### src/rtl/i3c_bus_sequencer_if.sv
// Command, status and pad-line bundle between the I3C controller command logic
// and the bus sequencer; master = command/pad side, slave = sequencer.
interface i3c_bus_sequencer_if #(
    parameter int CNT_W = 8
);
    logic             scl_i;
    logic             sda_i;
    logic             scl_o;
    logic             sda_o;
    logic             cmd_valid;
    logic             cmd_ready;
    logic [1:0]       cmd_op;
    logic             cmd_bit;
    logic [CNT_W-1:0] t_low;
    logic [CNT_W-1:0] t_high;
    logic [CNT_W-1:0] t_su;
    logic [CNT_W-1:0] t_hd;
    logic             done;
    logic             rd_bit;
    logic             cmd_err;
    logic             arb_lost;
    logic             bus_busy;

    modport master (
        output scl_i, sda_i, cmd_valid, cmd_op, cmd_bit, t_low, t_high, t_su, t_hd,
        input  scl_o, sda_o, cmd_ready, done, rd_bit, cmd_err, arb_lost, bus_busy
    );

    modport slave (
        input  scl_i, sda_i, cmd_valid, cmd_op, cmd_bit, t_low, t_high, t_su, t_hd,
        output scl_o, sda_o, cmd_ready, done, rd_bit, cmd_err, arb_lost, bus_busy
    );
endinterface

### src/rtl/i3c_bus_sequencer.sv
// I3C controller bus sequencer: generates START / repeated START / bit / STOP on SCL/SDA.
// Optional target clock stretching in the SCL-high phases: I3C_BUS_SEQUENCER_STRETCH_EN.
module i3c_bus_sequencer #(
    parameter int CNT_W = 8
) (
    input logic                  clk,
    input logic                  rst_n,
    i3c_bus_sequencer_if.slave   bus
);
    typedef enum logic [3:0] {
        IDLE, PARK, ST_HD, ST_LOW, RS_LOW, RS_HIGH,
        BIT_LOW, BIT_HIGH, SP_LOW, SP_HIGH, SP_BUF
    } state_t;

    localparam logic [1:0] OP_START  = 2'd0;
    localparam logic [1:0] OP_RSTART = 2'd1;
    localparam logic [1:0] OP_BIT    = 2'd2;
    localparam logic [1:0] OP_STOP   = 2'd3;

    state_t           state_q, state_d;
    logic [CNT_W-1:0] cnt_q, cnt_d;
    logic             bit_q, bit_d;
    logic             scl_q, scl_d, sda_q, sda_d;
    logic             done_q, done_d, err_q, err_d, arb_q, arb_d;
    logic             rd_q, rd_d, busy_q;
    logic             ready, accept, last, tick, phase_end;

    assign ready  = (state_q == IDLE) || (state_q == PARK);
    assign accept = bus.cmd_valid && ready;
    assign last   = (cnt_q <= CNT_W'(1));

`ifdef I3C_BUS_SEQUENCER_STRETCH_EN
    // A target holding SCL low freezes the high-phase count.
    assign tick = bus.scl_i ||
                  !((state_q == BIT_HIGH) || (state_q == RS_HIGH) || (state_q == SP_HIGH));
`else
    logic unused_scl;
    assign unused_scl = bus.scl_i;
    assign tick       = 1'b1;
`endif

    assign phase_end = tick && last;

    always_comb begin
        state_d = state_q;
        cnt_d   = cnt_q;
        bit_d   = bit_q;
        rd_d    = rd_q;
        done_d  = 1'b0;
        err_d   = 1'b0;
        arb_d   = 1'b0;
        if (!ready && tick && !last) cnt_d = cnt_q - CNT_W'(1);
        unique case (state_q)
            IDLE: if (accept) begin
                if (bus.cmd_op == OP_START) begin
                    state_d = ST_HD;
                    cnt_d   = bus.t_hd;
                end else err_d = 1'b1;
            end
            PARK: if (accept) begin
                cnt_d = bus.t_low;
                unique case (bus.cmd_op)
                    OP_RSTART: state_d = RS_LOW;
                    OP_BIT:    begin state_d = BIT_LOW; bit_d = bus.cmd_bit; end
                    OP_STOP:   state_d = SP_LOW;
                    default:   begin err_d = 1'b1; cnt_d = cnt_q; end
                endcase
            end
            ST_HD:   if (phase_end) begin state_d = ST_LOW;   cnt_d = bus.t_low;  end
            ST_LOW:  if (phase_end) begin state_d = PARK;     cnt_d = '0; done_d = 1'b1; end
            RS_LOW:  if (phase_end) begin state_d = RS_HIGH;  cnt_d = bus.t_su;   end
            RS_HIGH: if (phase_end) begin state_d = ST_HD;    cnt_d = bus.t_hd;   end
            BIT_LOW: if (phase_end) begin state_d = BIT_HIGH; cnt_d = bus.t_high; end
            BIT_HIGH: if (phase_end) begin
                cnt_d  = '0;
                done_d = 1'b1;
                rd_d   = bus.sda_i;
                // Released SDA pulled low by another controller: give up the bus.
                if (bit_q && !bus.sda_i) begin
                    state_d = IDLE;
                    arb_d   = 1'b1;
                end else state_d = PARK;
            end
            SP_LOW:  if (phase_end) begin state_d = SP_HIGH;  cnt_d = bus.t_su;   end
            SP_HIGH: if (phase_end) begin state_d = SP_BUF;   cnt_d = bus.t_hd;   end
            SP_BUF:  if (phase_end) begin state_d = IDLE;     cnt_d = '0; done_d = 1'b1; end
            default: state_d = IDLE;
        endcase
    end

    // Line levels follow the upcoming state; PARK keeps whatever SDA was last driven.
    always_comb begin
        scl_d = 1'b1;
        sda_d = 1'b1;
        unique case (state_d)
            PARK:     begin scl_d = 1'b0; sda_d = sda_q; end
            ST_HD:    begin scl_d = 1'b1; sda_d = 1'b0;  end
            ST_LOW:   begin scl_d = 1'b0; sda_d = 1'b0;  end
            RS_LOW:   begin scl_d = 1'b0; sda_d = 1'b1;  end
            BIT_LOW:  begin scl_d = 1'b0; sda_d = bit_d; end
            BIT_HIGH: begin scl_d = 1'b1; sda_d = bit_d; end
            SP_LOW:   begin scl_d = 1'b0; sda_d = 1'b0;  end
            SP_HIGH:  begin scl_d = 1'b1; sda_d = 1'b0;  end
            default:  begin scl_d = 1'b1; sda_d = 1'b1;  end
        endcase
    end

    always_ff @(posedge clk) begin
        if (!rst_n) begin
            state_q <= IDLE;
            cnt_q   <= '0;
            bit_q   <= 1'b1;
            scl_q   <= 1'b1;
            sda_q   <= 1'b1;
            done_q  <= 1'b0;
            err_q   <= 1'b0;
            arb_q   <= 1'b0;
            rd_q    <= 1'b0;
            busy_q  <= 1'b0;
        end else begin
            state_q <= state_d;
            cnt_q   <= cnt_d;
            bit_q   <= bit_d;
            scl_q   <= scl_d;
            sda_q   <= sda_d;
            done_q  <= done_d;
            err_q   <= err_d;
            arb_q   <= arb_d;
            rd_q    <= rd_d;
            busy_q  <= (state_d != IDLE);
        end
    end

    assign bus.cmd_ready = ready;
    assign bus.scl_o     = scl_q;
    assign bus.sda_o     = sda_q;
    assign bus.done      = done_q;
    assign bus.cmd_err   = err_q;
    assign bus.arb_lost  = arb_q;
    assign bus.rd_bit    = rd_q;
    assign bus.bus_busy  = busy_q;
endmodule
### src/flat_wrapper.sv
// flat-port wrapper written by rule: the top's interface ports become plain ports
module i3c_bus_sequencer_flat 
#(
    parameter int CNT_W = 8
)
  (clk, rst_n, bus_scl_i, bus_sda_i, bus_cmd_valid, bus_cmd_op, bus_cmd_bit, bus_t_low, bus_t_high, bus_t_su, bus_t_hd, bus_scl_o, bus_sda_o, bus_cmd_ready, bus_done, bus_rd_bit, bus_cmd_err, bus_arb_lost, bus_bus_busy);
  i3c_bus_sequencer_if #(.CNT_W(CNT_W)) bus_i ();
  input logic clk;
  input logic rst_n;
  input wire logic [$bits(bus_i.scl_i)-1:0] bus_scl_i;
  input wire logic [$bits(bus_i.sda_i)-1:0] bus_sda_i;
  input wire logic [$bits(bus_i.cmd_valid)-1:0] bus_cmd_valid;
  input wire logic [$bits(bus_i.cmd_op)-1:0] bus_cmd_op;
  input wire logic [$bits(bus_i.cmd_bit)-1:0] bus_cmd_bit;
  input wire logic [$bits(bus_i.t_low)-1:0] bus_t_low;
  input wire logic [$bits(bus_i.t_high)-1:0] bus_t_high;
  input wire logic [$bits(bus_i.t_su)-1:0] bus_t_su;
  input wire logic [$bits(bus_i.t_hd)-1:0] bus_t_hd;
  output wire logic [$bits(bus_i.scl_o)-1:0] bus_scl_o;
  output wire logic [$bits(bus_i.sda_o)-1:0] bus_sda_o;
  output wire logic [$bits(bus_i.cmd_ready)-1:0] bus_cmd_ready;
  output wire logic [$bits(bus_i.done)-1:0] bus_done;
  output wire logic [$bits(bus_i.rd_bit)-1:0] bus_rd_bit;
  output wire logic [$bits(bus_i.cmd_err)-1:0] bus_cmd_err;
  output wire logic [$bits(bus_i.arb_lost)-1:0] bus_arb_lost;
  output wire logic [$bits(bus_i.bus_busy)-1:0] bus_bus_busy;
  assign bus_i.scl_i = bus_scl_i;
  assign bus_i.sda_i = bus_sda_i;
  assign bus_i.cmd_valid = bus_cmd_valid;
  assign bus_i.cmd_op = bus_cmd_op;
  assign bus_i.cmd_bit = bus_cmd_bit;
  assign bus_i.t_low = bus_t_low;
  assign bus_i.t_high = bus_t_high;
  assign bus_i.t_su = bus_t_su;
  assign bus_i.t_hd = bus_t_hd;
  assign bus_scl_o = bus_i.scl_o;
  assign bus_sda_o = bus_i.sda_o;
  assign bus_cmd_ready = bus_i.cmd_ready;
  assign bus_done = bus_i.done;
  assign bus_rd_bit = bus_i.rd_bit;
  assign bus_cmd_err = bus_i.cmd_err;
  assign bus_arb_lost = bus_i.arb_lost;
  assign bus_bus_busy = bus_i.bus_busy;
  i3c_bus_sequencer #(.CNT_W(CNT_W)) u_core (.clk(clk), .rst_n(rst_n), .bus(bus_i));
endmodule
### config.mk
export PLATFORM = sky130hd
export DESIGN_NAME = i3c_bus_sequencer_flat
export DESIGN_NICKNAME = d
export VERILOG_FILES = /design/src/rtl/i3c_bus_sequencer_if.sv /design/src/rtl/i3c_bus_sequencer.sv /design/src/flat_wrapper.sv
export SDC_FILE = /design/constraint.sdc
export NUM_CORES = 1
export LEC_CHECK = 0
export CAP_MARGIN = 20
export CORE_ASPECT_RATIO = 1.5
export CORE_MARGIN = 10
export CORE_UTILIZATION = 51
export DETAILED_ROUTE_END_ITERATION = 8
export MAX_ROUTING_LAYER = met4
export PLACE_DENSITY_LB_ADDON = 0.2
export SKIP_CTS_REPAIR_TIMING = 1
export SLEW_MARGIN = 20
export SYNTH_ARGS = -nofsm -noshare
export SYNTH_HDL_FRONTEND = slang
export SYNTH_SLANG_ARGS = --single-unit
### constraint.sdc
create_clock -name clk -period 2.73 [get_ports clk]
set_input_delay 0.546 -clock clk [delete_from_list [all_inputs] [get_ports clk]]
set_output_delay 0.546 -clock clk [all_outputs]
set_load 0.005 [all_outputs]
; ---- Word level (Yosys, flattened, before mapping)
; Index checks and enable logic that the tools add are counted.
[word_totals]
reg_bits = 20
latchBits = 0
ram_bits = 0
mem_bits_ro = 0
inputBits = 40
out_inout_bits = 8
word_cells = 92
memories = 0
[op_classes]
add_sub_neg = 1
n_mul = 0
n_div = 0
magnitude_cmp = 1
n_eq_ne = 22
shifts = 0
n_mux = 38
n_bitwise = 0
reduce_logical = 20
[op_table]
columns = cell, count
row1 = two-way mux 8 bit, 10
row2 = case mux 8 bit (7 select lines), 1
row3 = two-way mux 4 bit, 12
row4 = case mux 4 bit (11 select lines), 1
row5 = "== test 4 x 3 -> 1 bit, second input constant", 7
row6 = "== test 4 bit, second input constant", 5
row7 = "== test 4 x 2 -> 1 bit, second input constant", 4
row8 = case mux 4 bit (3 select lines), 1
row9 = two-way mux 1 bit, 11
row10 = "== test 4 x 1 -> 1 bit, second input constant", 2
row11 = "less-or-equal comparator 8 x 1 -> 1 bit, second input constant", 1
row12 = "subtractor 8 x 1 -> 8 bit, second input constant", 1
row13 = OR reduction 2 bit, 3
row14 = OR reduction 3 bit, 2
row15 = OR reduction 5 bit, 1
row16 = "== test 2 bit, second input constant", 2
row17 = logical NOT 4 bit, 1
row18 = AND reduction 2 bit, 2
row19 = nonzero test 4 bit, 1
row20 = OR reduction 4 bit, 1
row21 = logical AND 1 bit, 3
row22 = logical NOT 1 bit, 3
row23 = "inequality test 3 bit, second input constant", 1
row24 = case mux 1 bit (3 select lines), 1
row25 = 5 further kinds, 5

; ---- Depth between registers and ports, before layout
[depth]
ltp_word = 8
depth_mapped = 11
mapped_depth_nobuf = 8

; ---- Worst setup path after synthesis
; No wires, ideal clock.
[synth_timing]
path_kind = register to register
from = register u_core.cnt_q[1]
to = register u_core.cnt_q[3]
setup_ps = 120
arrival_ps = 2066
required_time_ps = 2610
slack_ps = 544
stages_incl_launch_ff = 11
n_path_buf = 2
period_less_slack_ps = 2186
cell_sequence = dfxtp_1 -> inv_1 -> ha_1 -> or2_0 -> buf_6 -> and3_1 -> buf_6 -> a22o_1 -> a221o_1 -> a211oi_1 -> nor2_1
[synth_via]
elab_chain_len = 7
word_cells_on_any_way = 14
cone_classes = 1 x add/sub / 1 x order compare / 10 x mux / 2 x reduce/logical
[synth_rtl]
columns = item, line_no
row1 = "start, declared", i3c_bus_sequencer.sv:21  ; logic [CNT_W-1:0] cnt_q, cnt_d;
row2 = "start signal, assigned", i3c_bus_sequencer.sv:122  ; cnt_q <= cnt_d;
row3 = less-or-equal comparator 8 x 1 -> 1 bit, i3c_bus_sequencer.sv:30  ; assign last = (cnt_q <= CNT_W'(1));
row4 = logical NOT 1 bit, i3c_bus_sequencer.sv:52  ; if (!ready && tick && !last) cnt_d = cnt_q - CNT_W'(1);
row5 = logical AND 1 bit, i3c_bus_sequencer.sv:52
row6 = two-way mux 8 bit, i3c_bus_sequencer.sv:52
row7 = two-way mux 8 bit, i3c_bus_sequencer.sv:55  ; if (bus.cmd_op == OP_START) begin
row8 = two-way mux 8 bit, i3c_bus_sequencer.sv:54  ; IDLE: if (accept) begin
row9 = case mux 8 bit (7 select lines) *, i3c_bus_sequencer.sv:53  ; unique case (state_q)
; Mark *: on every way between the ends. The rest lies on a longest branch, timed or not.
; A chain may end at the register's enable or synchronous reset.

; ---- Worst setup path in the final report
; Ends and elaborated chain as after synthesis.

==> flow_metrics.tcl <==
set metrics [dict create \
    status "finished, final reports clean" \
    cp-end-kind "flip-flop" \
    tns_ns 0 \
    clk_latency_ns 0.27 \
    drt_iter0_markers 234 \
    synth-xor-area-share_pct 0.8192 \
    routed_wl_mm 7.613 \
    holdCritStartpoint "u_core.bus.rd_bit" \
    r2r_slack_ns 0.27 \
    final_cells 386 \
    finalHoldViolations 0 \
    grt_usage_pct 21.40 \
    htreeDepth 1 \
    hold_depth 2 \
    clock_path_buffers 2 \
    gp_congestion 1.018 \
    antenna_found_initial 0 \
    die_area_um2 7236 \
    cts-buffers-inserted 3 \
    relSlewSlack_pct 61.05 \
    fin_nets 388 \
    finClkSkew_ns 0.003028 \
    min_path_type "flip-flop to flip-flop" \
    synth_compound_gate_area_share_pct 35.63 \
    pin_count 48 \
    antenna_left 0 \
    finalCritPeriodShare_pct 90.21 \
    leakage_nw 1.038 \
    dr_total_vias 2578 \
    synthMuxAreaShare_pct 5.559 \
    grt_first_pass_wirelength_mm 12.38 \
    ys_seq_elements 20 \
    core-area_um2 3994 \
    numPortBuffers 46 \
    route.detailed.drc 0 \
    viasPerCell 6.679 \
    rsz0062_at_grt "no" \
    synth_flop_cell "dfxtp_1" \
    synth_top_family_by_area "compound AO/OA/AOI/OAI gates" \
    final_common_cell "clkdlybuf4s50_1" \
    clock.fmax_mhz 406.1 \
    cp.arrival_ns 2.62 \
    syn_inst 291 \
    dp.cells 382 \
    final_cell_mix "46 x clkdlybuf4s50_1, 28 x a21oi_1, 27 x nand2_1, 26 x o21ai_0, 25 x nor2_1" \
    fill_cells 370 \
    synth_simple_gate_area_share_pct 27.85 \
    min_period_ns 2.463 \
    finalMaxSlewViolations 0 \
    power_density_nw_per_um2 988.9 \
    die_height_um 99.31 \
    dp_hpwl_mm 5.753 \
    die_x_um 72.87 \
    wl_per_cell_um 19.72 \
    async_flop_share_pct 0 \
    syn_avg_cell_area_um2 7.348 \
    cts_tree "yes" \
    cts.sinks 20 \
    insertedDiodeCount 0 \
    cp.required_ns 2.89 \
    row_count 28 \
    critPathKind "flip-flop to flip-flop" \
    cap_violations 0 \
    setup_viol 0 \
    syn_area_um2 2138 \
    grt_overflow 0 \
    drive_gt1_share_pct 13.20 \
    cts-root-buf "clkbuf_8" \
    syn_nets 337 \
    crit_fanout 12 \
    grt_max_degree 23 \
    synth_top_area_share_pct 18.72 \
    peakVddDrop_mv 1.101 \
    critPathLaunchType "flip-flop" \
    utilization_pct 68.55 \
    synth_edf_count 0 \
    reg2reg_depth 8 \
    synth.largest_area_cell "dfxtp_1" \
    start_util_pct 53.54 \
    tightest_slew_ns 0.5842 \
    area_delta_synth_final_pct 28.03 \
    ys_warn_count 0 \
    ys_types 68 \
    min_to "u_core.bus.rd_bit" \
    seq_area_frac_synth_pct 18.72 \
    drtPass1Iterations 5 \
    r2r_start "u_core.cnt_q[1]" \
    yosys.area_share.adder_pct 3.511 \
    yosys-top-cells-area "dfxtp_1 19%, a21oi_1 6.6%, o21ai_0 6.1%, nand2_1 4.7%, nor2_1 4.4%" \
    timing.rr.end "u_core.cnt_q[3]" \
    grt_pass1_vias 2541 \
    clkTransAtPathRegs_ns 0.08 \
]
==> kinds of logic after synthesis <==
logic type      Yosys count
mux                      11
fa+ha+maj                 6
flops                    20
compound gates          112
buf+inv                  31
simple gates            109
xor+xnor                  2
==> metrics by stage <==
step                instance area, um^2  power [mW]  hold slack [ns]  worst slack, ns
floorplan                          2138       1.908           0.4569           0.5441
global placement                   2683       2.397           0.4878           0.1614
detailed placement                 2683       2.423           0.5007          0.08492
CTS                                2738       2.674           0.5138           0.2977
global route                       2738       2.903           0.5446           0.1597
finish                             2738       2.707           0.5062           0.2673
==> cell type report <==
type	instances	area, um^2	area share, %
multi-input combinational	240	1569	57.31
inverter	10	38.79	1.417
sequential	20	400.4	14.63
clock buffer	4	55.05	2.011
timing repair buffer	67	618.1	22.58
tap	45	56.30	2.057
==> report_power, final <==
part | switching, mW | internal [mW]
registers | 0.116 | 0.376
logic | 1.17 | 0.800
clock network | 0.112 | 0.129
total | 1.40 | 1.30
==> worst max path at each step <==
stage	startpoint	end	slack, ns	cells past startpoint
after global placement	bus_cmd_op[0]	u_core.bus.scl_o	0.16	9
final	u_core.cnt_q[1]	u_core.cnt_q[3]	0.27	8
after detailed placement	bus_cmd_op[1]	u_core.bus.scl_o	0.08	9
after CTS	u_core.cnt_q[1]	u_core.cnt_q[3]	0.30	8
after global routing	u_core.cnt_q[1]	u_core.cnt_q[3]	0.16	8
after floorplan	u_core.cnt_q[1]	u_core.cnt_q[3]	0.54	10
==> layer usage <==
metal	vias up	global-route usage, %	share of wire [%]
met4	0	11.44	4.0
li1	1206	-	-
met1	1203	23.01	36
met2	140	36.01	52
met3	29	3.682	7.6
met5	-	-	0
==> worst max-delay path, stage by stage (launching register included) <==
cell and delay, ns:
dfxtp_1 0.46, inv_1 0.09, ha_1 0.23, or2_0 0.24, and3_1 0.37, a22o_1 0.34
a221o_1 0.31, a211oi_1 0.24, nor2_1 0.07
==> cells in the mapped netlist, types with 4 or more instances <==
| cell | number |
|---|---|
| dfxtp_1 | 20 |
| a32oi_1 | 4 |
| buf_6 | 4 |
| buf_2 | 5 |
| nor2_1 | 25 |
| o21ai_0 | 26 |
| nor2b_1 | 7 |
| a211oi_1 | 4 |
| mux2_2 | 6 |
| a31oi_1 | 7 |
| mux2i_1 | 4 |
| buf_4 | 4 |
| nor3_1 | 11 |
| inv_1 | 8 |
| nand3_1 | 8 |
| ha_1 | 6 |
| a21oi_1 | 28 |
| clkbuf_1 | 8 |
| and3_1 | 5 |
| nand2_1 | 27 |
| nand2b_1 | 5 |
| o22ai_1 | 5 |
| o21a_1 | 4 |
==> registers in the layout, indices dropped and copies added, names as in the netlist <==
register and count:
u_core.cnt_q 8, u_core.state_q 4, u_core.bus.rd_bit 1, u_core.bus.cmd_err 1, u_core.bus.bus_busy 1, u_core.bus.done 1
u_core.bus.sda_o 1, u_core.bus.scl_o 1, u_core.bit_q 1, u_core.bus.arb_lost 1
Power figures use the tool's default switching activity.
